`src/rtl/count_ctrl_pkg.sv`:
```
// rtl/count_ctrl_pkg.sv - shared state encoding, BCD limits and defaults for count_ctrl_fsm
package count_ctrl_pkg;

    typedef enum logic [1:0] {
        ST_IDLE  = 2'b00,
        ST_RUN   = 2'b01,
        ST_PAUSE = 2'b10,
        ST_DONE  = 2'b11
    } state_t;

    localparam int          DIGITS_W     = 16;
    localparam logic [15:0] BCD_MIN      = 16'h0000;
    localparam logic [15:0] BCD_MAX      = 16'h9999;
    localparam int          DEF_TICK_DIV = 100_000_000;
    localparam int          DEF_DB_LEN   = 1_000_000;

    // Counting stops at the end of the range in the current direction; the chain never wraps.
    function automatic logic is_term(input logic dir, input logic [DIGITS_W-1:0] digits);
        return dir ? (digits == BCD_MIN) : (digits == BCD_MAX);
    endfunction

endpackage

```
`src/rtl/count_ctrl_fsm_if.sv`:
```
// rtl/count_ctrl_fsm_if.sv - control/value link between the run-control FSM and the BCD digit chain
interface count_ctrl_fsm_if;
    import count_ctrl_pkg::*;

    logic [DIGITS_W-1:0] digits;
    logic                increase;
    logic                decrease;
    logic                load_def;
    logic                switch_count;
    logic                switch_up_down;

    modport master (
        input  digits,
        output increase, decrease, load_def, switch_count, switch_up_down
    );

    modport slave (
        output digits,
        input  increase, decrease, load_def, switch_count, switch_up_down
    );

endinterface

```
`src/rtl/btn_debounce.sv`:
```
// rtl/btn_debounce.sv - button synchronizer, debounce filter and press event
module btn_debounce
    import count_ctrl_pkg::*;
#(
    parameter int DB_LEN = DEF_DB_LEN
) (
    input  logic clk,
    input  logic rst_n,
    input  logic btn_raw,
    output logic btn_ev
);

    localparam int            CW      = (DB_LEN > 1) ? $clog2(DB_LEN) : 1;
    localparam logic [CW-1:0] CNT_MAX = CW'(DB_LEN - 1);

    logic          sync_1;
    logic          sync_2;
    logic          lvl;
    logic          lvl_d;
    logic [CW-1:0] cnt;

    always_ff @(posedge clk) begin
        if (!rst_n) begin
            sync_1 <= 1'b0;
            sync_2 <= 1'b0;
            lvl    <= 1'b0;
            lvl_d  <= 1'b0;
            cnt    <= '0;
            btn_ev <= 1'b0;
        end else begin
            sync_1 <= btn_raw;
            sync_2 <= sync_1;
            lvl_d  <= lvl;
            btn_ev <= lvl & ~lvl_d;
            // Any sample agreeing with the accepted level restarts the stability window.
            if (sync_2 == lvl) begin
                cnt <= '0;
            end else if (cnt == CNT_MAX) begin
                lvl <= sync_2;
                cnt <= '0;
            end else begin
                cnt <= cnt + 1'b1;
            end
        end
    end

endmodule

```
`src/rtl/count_ctrl_fsm.sv`:
```
// rtl/count_ctrl_fsm.sv - run-control FSM, prescaler and direction latch driving the BCD counter chain
module count_ctrl_fsm
    import count_ctrl_pkg::*;
#(
    parameter int TICK_DIV = DEF_TICK_DIV,
    parameter int DB_LEN   = DEF_DB_LEN
) (
    input  logic                     clk,
    input  logic                     rst_n,
    input  logic                     btn_start,
    input  logic                     btn_load,
    input  logic                     mode_down,
    count_ctrl_fsm_if.master         chain,
    output logic [1:0]               state,
    output logic                     done
);

    localparam int            PW      = $clog2(TICK_DIV);
    localparam logic [PW-1:0] PRE_MAX = PW'(TICK_DIV - 1);

    logic          start_ev;
    logic          load_ev;
    state_t        state_q;
    state_t        state_nx;
    logic [PW-1:0] pre_q;
    logic          dir_q;
    logic          tick;
    logic          term;
    logic          inc_nx;
    logic          dec_nx;
    logic          ld_nx;

    btn_debounce #(.DB_LEN(DB_LEN)) u_db_start (
        .clk     (clk),
        .rst_n   (rst_n),
        .btn_raw (btn_start),
        .btn_ev  (start_ev)
    );

    btn_debounce #(.DB_LEN(DB_LEN)) u_db_load (
        .clk     (clk),
        .rst_n   (rst_n),
        .btn_raw (btn_load),
        .btn_ev  (load_ev)
    );

    assign tick = (state_q == ST_RUN) && (pre_q == PRE_MAX);
    assign term = is_term(dir_q, chain.digits);

    always_comb begin
        state_nx = state_q;
        inc_nx   = 1'b0;
        dec_nx   = 1'b0;
        ld_nx    = 1'b0;
        case (state_q)
            ST_IDLE: begin
                if (load_ev) begin
                    ld_nx = 1'b1;
                end else if (start_ev) begin
                    state_nx = ST_RUN;
                end
            end
            ST_RUN: begin
                if (load_ev) begin
                    ld_nx    = 1'b1;
                    state_nx = ST_IDLE;
                end else if (start_ev) begin
                    state_nx = ST_PAUSE;
                end else if (tick) begin
                    if (term) begin
                        state_nx = ST_DONE;
                    end else begin
                        inc_nx = ~dir_q;
                        dec_nx = dir_q;
                    end
                end
            end
            ST_PAUSE: begin
                if (load_ev) begin
                    ld_nx    = 1'b1;
                    state_nx = ST_IDLE;
                end else if (start_ev) begin
                    state_nx = ST_RUN;
                end
            end
            ST_DONE: begin
                if (load_ev || start_ev) begin
                    ld_nx    = 1'b1;
                    state_nx = ST_IDLE;
                end
            end
            default: begin
                state_nx = ST_IDLE;
            end
        endcase
    end

    always_ff @(posedge clk) begin
        if (!rst_n) begin
            state_q        <= ST_IDLE;
            done           <= 1'b0;
            chain.increase <= 1'b0;
            chain.decrease <= 1'b0;
            chain.load_def <= 1'b0;
        end else begin
            state_q        <= state_nx;
            done           <= (state_nx == ST_DONE);
            chain.increase <= inc_nx;
            chain.decrease <= dec_nx;
            chain.load_def <= ld_nx;
        end
    end

    // Direction is frozen while counting so a mid-run switch cannot reverse the chain.
    always_ff @(posedge clk) begin
        if (!rst_n) begin
            dir_q <= 1'b0;
        end else if (state_q != ST_RUN) begin
            dir_q <= mode_down;
        end
    end

    // Leaving RUN for PAUSE keeps the phase so a resume finishes the interrupted tick period.
    always_ff @(posedge clk) begin
        if (!rst_n) begin
            pre_q <= '0;
        end else if (state_q == ST_RUN && state_nx == ST_RUN) begin
            pre_q <= tick ? '0 : pre_q + 1'b1;
        end else if (state_nx == ST_IDLE || state_nx == ST_DONE) begin
            pre_q <= '0;
        end
    end

    assign chain.switch_up_down = dir_q;
    assign chain.switch_count   = ~dir_q;
    assign state                = state_q;

endmodule

```
`src/flat_wrapper.sv`:
```
// flat-port wrapper written by rule: the top's interface ports become plain ports
module count_ctrl_fsm_flat import count_ctrl_pkg::*;
#(
    parameter int TICK_DIV = DEF_TICK_DIV,
    parameter int DB_LEN   = DEF_DB_LEN
)
  (clk, rst_n, btn_start, btn_load, mode_down, state, done, chain_digits, chain_increase, chain_decrease, chain_load_def, chain_switch_count, chain_switch_up_down);
  count_ctrl_fsm_if chain_i ();
  input  logic clk;
  input  logic rst_n;
  input  logic btn_start;
  input  logic btn_load;
  input  logic mode_down;
  output logic [1:0] state;
  output logic done;
  input wire logic [$bits(chain_i.digits)-1:0] chain_digits;
  output wire logic [$bits(chain_i.increase)-1:0] chain_increase;
  output wire logic [$bits(chain_i.decrease)-1:0] chain_decrease;
  output wire logic [$bits(chain_i.load_def)-1:0] chain_load_def;
  output wire logic [$bits(chain_i.switch_count)-1:0] chain_switch_count;
  output wire logic [$bits(chain_i.switch_up_down)-1:0] chain_switch_up_down;
  assign chain_i.digits = chain_digits;
  assign chain_increase = chain_i.increase;
  assign chain_decrease = chain_i.decrease;
  assign chain_load_def = chain_i.load_def;
  assign chain_switch_count = chain_i.switch_count;
  assign chain_switch_up_down = chain_i.switch_up_down;
  count_ctrl_fsm #(.TICK_DIV(TICK_DIV), .DB_LEN(DB_LEN)) u_core (.clk(clk), .rst_n(rst_n), .btn_start(btn_start), .btn_load(btn_load), .mode_down(mode_down), .chain(chain_i), .state(state), .done(done));
endmodule
```
`config.mk`:
```
export PLATFORM = sky130hd
export DESIGN_NAME = count_ctrl_fsm_flat
export DESIGN_NICKNAME = d
export VERILOG_FILES = /design/src/rtl/count_ctrl_pkg.sv /design/src/rtl/count_ctrl_fsm_if.sv /design/src/rtl/btn_debounce.sv /design/src/rtl/count_ctrl_fsm.sv /design/src/flat_wrapper.sv
export SDC_FILE = /design/constraint.sdc
export NUM_CORES = 1
export LEC_CHECK = 0
export ABC_AREA = 1
export CAP_MARGIN = 20
export CORE_MARGIN = 4
export CORE_UTILIZATION = 54
export DETAILED_ROUTE_END_ITERATION = 8
export GPL_TIMING_DRIVEN = 0
export PLACE_DENSITY_LB_ADDON = 0.12
export SETUP_SLACK_MARGIN = 0.02
export SLEW_MARGIN = 10
export SYNTH_ARGS = -nofsm -noshare
export SYNTH_HDL_FRONTEND = slang
export SYNTH_SLANG_ARGS = --single-unit
```
`constraint.sdc`:
```
create_clock -name clk -period 2.3 [get_ports clk]
set_input_delay 0.69 -clock clk [delete_from_list [all_inputs] [get_ports clk]]
set_output_delay 0.69 -clock clk [all_outputs]
set_load 0.02 [all_outputs]
```
==> impl_metrics.tcl <==
set metrics [dict create \
    vias_per_cell 5.28 \
    vias 4463 \
    rows 32 \
    peakVddDrop_mv 0.390 \
    detailed_place_hpwl_um 7380 \
    yosysTopAreaCell "dfxtp_1" \
    grt_max_degree 14 \
    path_buf_inv 3 \
    die_h_um 99.1 \
    cts_buffer_depth 2 \
    critPathKind "reg2reg" \
    place_ws_ns -0.631 \
    status "complete, no violations" \
    synth.area.top_cells "dfxtp_1, nand2_1, nor2_1" \
    portBuffers 27 \
    cts_made_buffers 9 \
    reg2reg_from "u_core.pre_q[7]" \
    rsz0062_at_grt "yes" \
    worstHoldStart "u_core.u_db_load.lvl_d" \
    setup_viol 0 \
    finalNetCount 766 \
    drc 0 \
    power_density_nw_per_um2 505 \
    crit_start "u_core.pre_q[7]" \
    clk_pin_slew_ns 0.08 \
    grt_usage_pct 21.7 \
    path_common_cell "nand2_2" \
    tritoncts "done" \
    regToRegSetupSlack_ns 0.08 \
    endpoint_kind "flip-flop" \
    clock_sinks 84 \
    drv_slew 0 \
    synth_top_area_share_pct 37.5 \
    leakagePower_nw 2.13 \
    yosysWarnings 0 \
    worstPathArrival_ns 2.47 \
    worstSkewPairLatency_ns 0.35 \
    first_pass_iters 6 \
    post-route-period-util_pct 96.6 \
    hold_viol 0 \
    gr-total-overflow 0 \
    worst_slew_pin_slew_ns 0.656 \
    cp_slowest_stage_delay_ns 0.40 \
    drive_gt1_share_pct 19.5 \
    placed_area_um2 4920 \
    setup_ws_ns 0.0776 \
    gp_congestion 0.926 \
    syn-num-nets 700 \
    cp_max_fo 7 \
    hold_buffers 0 \
    io-pin-count 29 \
    ys_seq_area_share_pct 37.5 \
    critPathLaunchType "flip-flop" \
    wl_per_cell_um 12.9 \
    synth.distinct_cells 33 \
    synth-seq-cells 84 \
    synth_area_um2 4480 \
    synthesis.instances 674 \
    final_cell_mix "nand2_1, nor2_1, inv_1" \
    finalInstanceArea_um2 5550 \
    cp_slowest_cell "dfxtp_1" \
    die_width_um 99.1 \
    syn_to_final_growth_pct 23.8 \
    fin_worst_skew_ns 0.0103 \
    diodes 0 \
    syn_avg_cell_area_um2 6.65 \
    grt_pass1_wl_um 17800 \
    core_um2 7890 \
    wirelength_um 10900 \
    fmax_mhz 450 \
    max_slew_margin_pct 56.2 \
    cts_root_buffer "clkbuf_8" \
    hold_class "reg2reg" \
    maxCapViolCount 0 \
    final_common_cell "nand2_1" \
    period_minus_slack_ns 2.22 \
    critical_path_required_ns 2.54 \
    final_antenna_net_count 0 \
    cts_max_level 3 \
    start_util_pct 56.9 \
    die-area_um2 9830 \
    crit_chain "nand2_1 -> nor3_4 -> nand2_2 -> nor2_4 -> nand2_2 -> nand2_2 -> nand2_2 -> nand2_2 -> buf_6 -> ha_4 -> nand2_8 -> clkinv_8 -> buf_6 -> o21ai_4 -> nor2_1" \
    grt_pass1_vias 4100 \
    critPathTopFamily "simple AND/OR/NAND/NOR gates" \
    drtIter0Drc 174 \
    antenna_found_initial 0 \
]
-- sequential cells by signal (all words and copies together), names as in the netlist, 2 cells and up --
signal / flops
u_core.u_db_load.cnt: 20
u_core.state: 2
u_core.u_db_start.cnt: 20
u_core.pre_q: 27
-- through the flow --
step / total power [mW] / cells / utilization [%] / setup TNS [ns] / hold slack (ns)
finish: 2.80 / 845 / 70.4 / 0 / 0.378
global route: 2.90 / 845 / 70.4 / -0.334 / 0.400
CTS: 2.82 / 831 / 68.2 / 0 / 0.376
detailed placement: 1.59 / 803 / 62.3 / -15.43 / 0.383
global placement: 1.59 / 803 / 62.3 / -13.74 / 0.375
floorplan: 1.54 / 674 / - / 0 / 0.368
-- cells in the mapped netlist (all sizes together) --
cell,n
a21oi,43
a31oi,1
buf,9
clkbuf,1
dfxtp,84
ha,5
inv,100
nand2,171
nand3,43
nand3b,4
nand4,18
nor2,115
nor3,32
nor4,5
o21ai,19
o21bai,1
o22ai,1
or2,1
xnor2,3
xor2,18
-- worst paths after layout --
check	end	cells after the start
hold / removal	u_core.u_db_load.btn_ev	1
hold reg to reg	u_core.u_db_load.btn_ev	1
setup / recovery	u_core.pre_q[2]	15
setup reg to reg	u_core.pre_q[2]	15
-- per-layer routing --
metal | GRT usage (%) | vias to the layer above | part of all wire (%)
li1 | - | 2265 | -
met2 | 38.4 | 111 | 51
met3 | 3.23 | 24 | 3.8
met1 | 26.2 | 2063 | 43
met4 | 9.24 | 0 | 2.5
met5 | 0 | - | 0
-- power breakdown --
group / total (mW) / internal, mW / switching [mW] / leakage (nW)
logic: 0.0864 / 0.0353 / 0.0510 / 1.33
clock network: 1.26 / 0.741 / 0.519 / 0.118
registers: 1.46 / 1.45 / 0.00371 / 0.684
-- repair_timing --
action | in CTS | in global routing
setup buffers | 11 | 16
pin swaps | 18 | 29
gates cloned | 3 | 0
endpoints found under the setup margin | 27 | 27
resized for setup | 44 | 63
-- area by class of cell --
type / count / area (um^2)
inverter: 100 / 388
fill: 651 / 2340
clock inverter: 4 / 98.8
sequential: 84 / 1710
multi-input combinational: 480 / 2520
buffer: 9 / 70.1
timing repair buffer: 56 / 499
clock buffer: 10 / 138
tap: 102 / 128
-- cell families (layout without fill, tap and decap cells) --
kind of cell,count (synthesis),in the layout,synth area share [%]
buffers and inverters,110,179,9.91
AND/OR/NAND/NOR,389,389,38.6
XOR/XNOR,21,21,4.10
adder cells (fa/ha/maj),5,5,1.40
flip-flops,84,84,37.5
AO/OA/AOI/OAI,65,65,8.45
(Power assumes the default switching activity.)
